File: src/rtl/Types_m1.sv
// Shared types and default geometry for the m1 core blocks.
// The instruction cache derives its address split from these widths.
package Types_m1;

    typedef enum logic [1:0] {
        IDLE,
        REQ,
        FILL
    } icache_state_t;

    localparam int IC_ADDR_W     = 15;
    localparam int IC_WORD_W     = 16;
    localparam int IC_LINE_WORDS = 4;
    localparam int IC_NUM_LINES  = 32;
    localparam int IC_OFF_W      = $clog2(IC_LINE_WORDS);
    localparam int IC_IDX_W      = $clog2(IC_NUM_LINES);
    localparam int IC_TAG_W      = IC_ADDR_W - IC_OFF_W - IC_IDX_W;

endpackage

File: src/rtl/icache_data_array_m1.sv
// Instruction word storage: asynchronous read port, one synchronous write port.
// Addressed by {line index, word offset}.
module icache_data_array_m1 #(
    parameter int ADDR_W = 7,
    parameter int DATA_W = 16
) (
    input  logic              clk,
    input  logic              we,
    input  logic [ADDR_W-1:0] waddr,
    input  logic [DATA_W-1:0] wdata,
    input  logic [ADDR_W-1:0] raddr,
    output logic [DATA_W-1:0] rdata
);

    logic [DATA_W-1:0] mem_q [2**ADDR_W];

    always_ff @(posedge clk) begin
        if (we) begin
            mem_q[waddr] <= wdata;
        end
    end

    assign rdata = mem_q[raddr];

endmodule

File: src/rtl/icache_m1.sv
// Direct-mapped read-only instruction cache with blocking line refill
// and single-cycle flash invalidate.
module icache_m1
    import Types_m1::*;
#(
    parameter int LINE_WORDS = IC_LINE_WORDS,
    parameter int NUM_LINES  = IC_NUM_LINES
) (
    input  logic        clk,
    input  logic        sync_rst,
    input  logic        clk_en,
    input  logic        icache_req,
    input  logic [14:0] inst_address_in,
    output logic [15:0] instruction_out,
    output logic        icache_miss,
    input  logic        invalidate,
    output logic        fill_req,
    output logic [14:0] fill_addr,
    input  logic        fill_ack,
    input  logic        fill_valid,
    input  logic [15:0] fill_data
);

    localparam int OFF_W = $clog2(LINE_WORDS);
    localparam int IDX_W = $clog2(NUM_LINES);
    localparam int TAG_W = IC_ADDR_W - OFF_W - IDX_W;

    icache_state_t         state_q;
    logic [IC_ADDR_W-1:0]  fillAddr_q;
    logic [OFF_W-1:0]      beat_q;
    logic                  kill_q;
    logic [NUM_LINES-1:0]  valid_q;
    logic [TAG_W-1:0]      tagRam_q [NUM_LINES];

    logic [IDX_W-1:0]      reqIdx;
    logic [TAG_W-1:0]      reqTag;
    logic [IDX_W-1:0]      fillIdx;
    logic [TAG_W-1:0]      fillTag;
    logic                  hit;
    logic                  lastBeat;
    logic                  dataWe;
    logic [IC_WORD_W-1:0]  rdData;

    assign reqIdx   = inst_address_in[OFF_W +: IDX_W];
    assign reqTag   = inst_address_in[IC_ADDR_W-1 -: TAG_W];
    assign fillIdx  = fillAddr_q[OFF_W +: IDX_W];
    assign fillTag  = fillAddr_q[IC_ADDR_W-1 -: TAG_W];

    // Lookups are only trusted while no refill is in progress.
    assign hit      = valid_q[reqIdx] && (tagRam_q[reqIdx] == reqTag) && (state_q == IDLE);
    assign lastBeat = (state_q == FILL) && fill_valid && (beat_q == OFF_W'(LINE_WORDS - 1));
    assign dataWe   = clk_en && !sync_rst && (state_q == FILL) && fill_valid;

    assign icache_miss     = icache_req && !hit;
    assign instruction_out = hit ? rdData : '0;
    assign fill_req        = (state_q == REQ);
    assign fill_addr       = fillAddr_q;

    icache_data_array_m1 #(
        .ADDR_W (IDX_W + OFF_W),
        .DATA_W (IC_WORD_W)
    ) u_data (
        .clk   (clk),
        .we    (dataWe),
        .waddr ({fillIdx, beat_q}),
        .wdata (fill_data),
        .raddr ({reqIdx, inst_address_in[OFF_W-1:0]}),
        .rdata (rdData)
    );

    always_ff @(posedge clk) begin
        if (clk_en && !sync_rst && lastBeat) begin
            tagRam_q[fillIdx] <= fillTag;
        end
    end

    always_ff @(posedge clk) begin
        if (sync_rst) begin
            state_q    <= IDLE;
            fillAddr_q <= '0;
            beat_q     <= '0;
            kill_q     <= 1'b0;
            valid_q    <= '0;
        end else if (clk_en) begin
            if (invalidate) begin
                valid_q <= '0;
                if (state_q != IDLE) begin
                    kill_q <= 1'b1;
                end
            end
            case (state_q)
                IDLE: begin
                    if (icache_req && !hit) begin
                        state_q    <= REQ;
                        fillAddr_q <= {inst_address_in[IC_ADDR_W-1:OFF_W], {OFF_W{1'b0}}};
                        beat_q     <= '0;
                        kill_q     <= 1'b0;
                    end
                end
                REQ: begin
                    if (fill_ack) begin
                        state_q <= FILL;
                    end
                end
                FILL: begin
                    if (fill_valid) begin
                        beat_q <= beat_q + 1'b1;
                    end
                    // An invalidate landing on the final beat kills the line too.
                    if (lastBeat) begin
                        state_q <= IDLE;
                        if (!kill_q && !invalidate) begin
                            valid_q[fillIdx] <= 1'b1;
                        end
                    end
                end
                default: state_q <= IDLE;
            endcase
        end
    end

endmodule

File: config.mk
export PLATFORM = sky130hd
export DESIGN_NAME = icache_m1
export DESIGN_NICKNAME = d
export VERILOG_FILES = /design/src/rtl/Types_m1.sv /design/src/rtl/icache_data_array_m1.sv /design/src/rtl/icache_m1.sv
export SDC_FILE = /design/constraint.sdc
export NUM_CORES = 2
export LEC_CHECK = 0
export BUFFER_PORTS_ARGS = -buffer_cell sky130_fd_sc_hd__buf_2
export CORE_UTILIZATION = 55
export CTS_BUF_LIST = sky130_fd_sc_hd__clkbuf_8 sky130_fd_sc_hd__clkbuf_16
export CTS_CLUSTER_DIAMETER = 60
export CTS_CLUSTER_SIZE = 28
export DETAILED_ROUTE_END_ITERATION = 8
export PLACE_DENSITY = 0.69
export SLEW_MARGIN = 20
export SYNTH_ARGS = -nofsm -noshare
export SYNTH_HDL_FRONTEND = slang
export SYNTH_SLANG_ARGS = --single-unit
File: constraint.sdc
create_clock -name clk -period 11.1 [get_ports clk]
set_clock_uncertainty 0.2 [all_clocks]
set_input_delay 1.665 -clock clk [delete_from_list [all_inputs] [get_ports clk]]
set_output_delay 1.665 -clock clk [all_outputs]
set_load 0.005 [all_outputs]
After elaboration in Yosys (flattened, before gate mapping). Memories as Yosys holds them, arrays and structs flattened. Index checks and enable logic that the tools add are counted.

Bits in writable memories: 2304. Bits in registers: 50. Input bits: 38. ROM bits: 0. Memories: 2. Bits in latches: 0.

Memory list: u_data.mem_q (depth 128, width 16, read ports 1, clocked after memory_dff 0, wr ports 1, line icache_data_array_m1.sv:15) `logic [DATA_W-1:0] mem_q [2**ADDR_W];`; tagRam_q (depth 32, width 8, read ports 1, clocked after memory_dff 0, wr ports 1, line icache_m1.sv:33) `logic [TAG_W-1:0] tagRam_q [NUM_LINES];`.

Multipliers: 0. Reduce and logical (&&, ||, !) cells: 21. Div/mod/pow operators: 0. Bitwise gates (word level): 1. Equal/unequal tests: 8. Mux-type cells: 26. $add $sub $neg: 1. Shift-type cells: 0. $lt $le $gt $ge: 3.

Operators by type and width (number): 2-to-1 mux 32 bit (6); bitwise OR 32 bit (1); 2-to-1 mux 16 bit (1); < comparator 5 x 6 -> 1 bit, second input constant (2); logical AND 1 bit (11); 2-to-1 mux 1 bit (10); 2-to-1 mux 2 bit (5); == test 8 bit (1); AND reduction 4 bit (2); != test 2 bit, second input constant (3); one-hot mux 2 bit (3 select lines) (1); binary-select mux 1 bit (select 5 bit) (1); demux 1 bit (select 5 bit) (1); greater-or-equal comparator 5 x 1 -> 1 bit, second input constant (1); == test 2 bit, second input constant (2); logical NOT 1 bit (4); one-hot mux 2 bit (2 select lines) (1); nonzero test 2 bit (2); AND reduction 3 bit (1); adder 2 x 1 -> 2 bit, second input constant (1); == test 2 x 1 -> 1 bit, second input constant (1); logical NOT 2 bit (1); != test 2 x 1 -> 1 bit, second input constant (1).

Logic depth before layout (Yosys ltp).
Word-level depth: 8. Mapped depth: 15.

Cells and area by module. A second synthesis with hierarchy kept.

Cells, all modules: 3836. Area total of the unflattened synthesis: 90660.7 µm².

Modules (own cells, without submodules): icache_data_array_m1 (cells an instance 3070, area an instance 78202.5 µm², times used 1, sequential area each 61499.0 µm²); icache_m1 (cells an instance 766, area an instance 12458.2 µm², times used 1, sequential area each 8688.3 µm²).

Worst setup path before layout. OpenSTA, ideal clock, no wires.

Path type: input -> output. Start point: input port inst_address_in[0]. End point: output port instruction_out[10]. Slack: 4.883 ns. Buffers on the path: 3. Arrival: 4.352 ns. Stages: 8. Required time: 9.235 ns. Cells stage by stage: clkbuf_1 > clkbuf_1 > buf_1 > mux4_2 > mux4_2 > mux4_2 > a21oi_1 > nor2_1.

Longest elaborated chain between the ends: 2.

RTL lines: start: declaration (line icache_m1.sv:13) `input logic [14:0] inst_address_in,`; memory read (128 x 16 bit); 2-to-1 mux 16 bit (line icache_m1.sv:55) `assign instruction_out = hit ? rdData : '0;`; end: declaration (line icache_m1.sv:14) `output logic [15:0] instruction_out,`.

No other way between the ends.

Worst setup path after layout.
Start point: input port inst_address_in[3]. End point: output port instruction_out[4].

Longest elaborated chain between the ends: 5.

RTL lines: memory read (32 x 8 bit) or binary-select mux 1 bit (select 5 bit) (tied branches); == test 8 bit or 2-to-1 mux 1 bit (tied branches) (line icache_m1.sv:50) `assign hit = valid_q[reqIdx] && (tagRam_q[reqIdx] == reqTag) && (state_q == IDLE);`; logical AND 1 bit (2 in a row) (line icache_m1.sv:50); 2-to-1 mux 16 bit (*) (line icache_m1.sv:55).

Every way passes the cells marked *; elsewhere a longest branch is shown, timed or not. The select of a mux whose other input is x is not followed.

==> impl_metrics.env <==
export IMPL_fp_dieH_um=408
export IMPL_total_neg_setup_slack_ns=0
export IMPL_num_fill_cells=10900
export IMPL_cell_at_the_root_of_the_clock_tree="sky130_fd_sc_hd__clkbuf_16"
export IMPL_reg2reg_path_depth=3
export IMPL_grt_remaining_overflow=0
export IMPL_reg2reg_to="u_data.mem_q[61][9]"
export IMPL_primary_flip_flop_cell_chosen_by_synthesis_mapping="sky130_fd_sc_hd__edfxtp_1"
export IMPL_worstHoldPathType="reg -> reg"
export IMPL_synthesis_area_per_instance_um2=23.5
export IMPL_layout_area_seq_um2=70200
export IMPL_postcts_setup_bufs=0
export IMPL_crit_path_start="inst_address_in[3]"
export IMPL_first_global_vias=40600
export IMPL_initial_antenna_violation_count=10
export IMPL_worstSetupEndpoint="instruction_out[4]"
export IMPL_port_buffers=68
export IMPL_setup_violations=0
export IMPL_static_leakage_power_nw=30.4
export IMPL_critPathCaptureType="output pin"
export IMPL_core_region_area_um2=163000
export IMPL_syn_area_um2=90600
export IMPL_worst_hold_slack_ns=0.302
export IMPL_core_rowCount=148
export IMPL_routedWlPerCell_um=33.4
export IMPL_numCtsBuffers=136
export IMPL_crit_required_ns=9.24
export IMPL_global_route_wire_length_before_repair_mm=300
export IMPL_layout_nets=4044
export IMPL_finalNonFillerCells=6296
export IMPL_via_count_normalized_by_instance_count=6.61
export IMPL_mostFrequentLayoutCell="sky130_fd_sc_hd__edfxtp_1"
export IMPL_final_max_tran_viols=0
export IMPL_cts_num_sinks=2354
export IMPL_flop2flop_setup_slack_ns=7.30
export IMPL_detailedRoute_firstPassIterationCount=8
export IMPL_clkSlewWorstSetupHoldPaths_ns=0.08
export IMPL_worst_r2r_startpoint="fill_addr[5]"
export IMPL_slew_limit_headroom=0.247
export IMPL_place_congestion=0.856
export IMPL_synthArstFlopShare=0
export IMPL_util_after_layout=0.609
export IMPL_period_utilization=0.732
export IMPL_synth_enable_flop_cells=2304
export IMPL_fp_dieW_um=408
export IMPL_syn_instance_count=3855
export IMPL_postSynthRegisterBits=2354
export IMPL_max_clock_path_buffers=3
export IMPL_max_cap_violations=0
export IMPL_p_total_mw=16.4
export IMPL_dieArea_um2=166000
export IMPL_drc=0
export IMPL_grt_start_max_net_pins=136
export IMPL_layout_cells_sized_above_1=0.313
export IMPL_clock_latency_on_the_worst_skew_pair_ns=0.81
export IMPL_outcome="completed"
export IMPL_ir_drop_worst_vdd_mv=0.155
export IMPL_actual_slew_at_the_worst_max_slew_pin_ns=1.13
export IMPL_wirelength_mm=210
export IMPL_max_freq_ghz=0.123
export IMPL_worstPathMaxFanout=47
export IMPL_pwr_density_cell_nw_per_um2=165
export IMPL_hpwl_detailed_mm=122
export IMPL_startpoint_type="input port"
export IMPL_critical_path_arrival_ns=6.26
export IMPL_cts_tree="yes"
export IMPL_yosysUniqueCellTypes=54
export IMPL_finalCriticalPeriod_ns=8.12
export IMPL_post_cts_resized=0
export IMPL_rsz0062_at_grt="false"
export IMPL_area_growth_pct=9.63
export IMPL_ant_nets=0
export IMPL_starting_density_of_the_core=0.555
export IMPL_holdPathStages=2
export IMPL_synth_yosys_seq_area_share=0.775
export IMPL_crit_type="in -> out"
export IMPL_ys_warn_count=0
export IMPL_ioPinCount=71
export IMPL_htree_num_levels=4
export IMPL_ctsHoldBuffers=0
export IMPL_most_common_layout_cells="2304 x sky130_fd_sc_hd__edfxtp_1, 732 x sky130_fd_sc_hd__mux4_2, 169 x sky130_fd_sc_hd__buf_4, 160 x sky130_fd_sc_hd__nor2_1, 138 x sky130_fd_sc_hd__clkbuf_16"
export IMPL_place_detailed_instances=6039
export IMPL_detail_route_iter0_violations=6009
export IMPL_final_hold_vios=0
export IMPL_grt_total_usage=0.254
export IMPL_area_of_the_multi_input_gates_um2=19700
export IMPL_route_vias_total=41600
-- routing by layer --
layer,vias to the layer above,track usage,share of wire
met5,-,0,0.00018
met4,6,0.0613,0.025
met3,280,0.0501,0.094
met2,2000,0.387,0.47
met1,22600,0.385,0.41
li1,16700,-,-
-- synthesized netlist by cell type (19+ instances only) --
| master | number | area, um2 |
|---|---|---|
| sky130_fd_sc_hd__mux2i_1 | 41 | 410 |
| sky130_fd_sc_hd__a22oi_1 | 36 | 270 |
| sky130_fd_sc_hd__clkbuf_1 | 122 | 458 |
| sky130_fd_sc_hd__edfxtp_1 | 2304 | 69200 |
| sky130_fd_sc_hd__dfxtp_1 | 50 | 1000 |
| sky130_fd_sc_hd__nor2_1 | 221 | 830 |
| sky130_fd_sc_hd__mux4_2 | 732 | 16500 |
| sky130_fd_sc_hd__buf_1 | 58 | 218 |
| sky130_fd_sc_hd__nand3_1 | 19 | 95.1 |
| sky130_fd_sc_hd__a21oi_1 | 19 | 95.1 |
| sky130_fd_sc_hd__nand2b_1 | 34 | 213 |
| sky130_fd_sc_hd__nand2_1 | 64 | 240 |
| sky130_fd_sc_hd__buf_2 | 29 | 145 |
-- worst min path at each step --
stage                      startpoint           to  slack, ns
after floorplan           valid_q[16]  valid_q[16]       0.26
after global placement    valid_q[18]  valid_q[18]       0.28
after detailed placement  valid_q[26]  valid_q[26]       0.29
after CTS                 valid_q[26]  valid_q[26]       0.31
after global routing      valid_q[26]  valid_q[26]       0.33
final                     valid_q[26]  valid_q[26]       0.30
-- critical path: stages --
cell	delay (ns)
sky130_fd_sc_hd__buf_4	0.44
sky130_fd_sc_hd__buf_4	0.71
sky130_fd_sc_hd__mux4_2	0.59
sky130_fd_sc_hd__a22oi_1	0.32
sky130_fd_sc_hd__o41ai_1	0.16
sky130_fd_sc_hd__or4_1	0.45
sky130_fd_sc_hd__a211oi_2	0.24
sky130_fd_sc_hd__nand3_1	0.15
sky130_fd_sc_hd__or2_1	0.53
sky130_fd_sc_hd__a21oi_1	0.72
sky130_fd_sc_hd__buf_2	0.23
-- cell type report --
type	count	share of cell area
Clock buffer	140	0.0350
Timing Repair Buffer	231	0.0183
Multi-Input combinational cell	1278	0.198
Inverter	4	0.000227
Clock inverter	110	0.0138
Antenna cell	4	0.000101
Tap cell	2175	0.0274
Sequential cell	2354	0.707
-- through the flow --
step	area [um2]	setup slack [ns]
after CTS	99200	3.09
after global placement	94300	3.07
after floorplan	90600	4.88
after detailed placement	94300	3.09
final	99300	2.98
after global routing	99300	2.83
-- flip-flops by register name (all words and copies together) (netlist names) --
register      flops
tagRam_q        256
kill_q            1
state_q           2
valid_q          32
u_data.mem_q   2048
beat_q            2
fill_addr        13
-- report_power, final --
part	internal (mW)	leakage [nW]	total (mW)	switching, mW
clock	2.62	2.36	5.77	3.15
sequential	9.74	21.2	9.75	0.0108
combinational	0.329	6.82	0.840	0.510
-- cell families (layout without fill, tap and decap cells) --
kind of cell             count (synthesis)  count (layout)  synth area share
other                                    1               6         0.0000414
AO/OA/AOI/OAI                          100             100           0.00771
XOR/XNOR                                 7               7          0.000677
AND/OR/NAND/NOR                        384             384            0.0185
buffers and inverters                  224             485            0.0103
adder cells (fa/ha/maj)                  1               1          0.000138
multiplexers                           784             784             0.188
flip-flops                            2354            2354             0.775
Power figures use the tool's default switching activity.
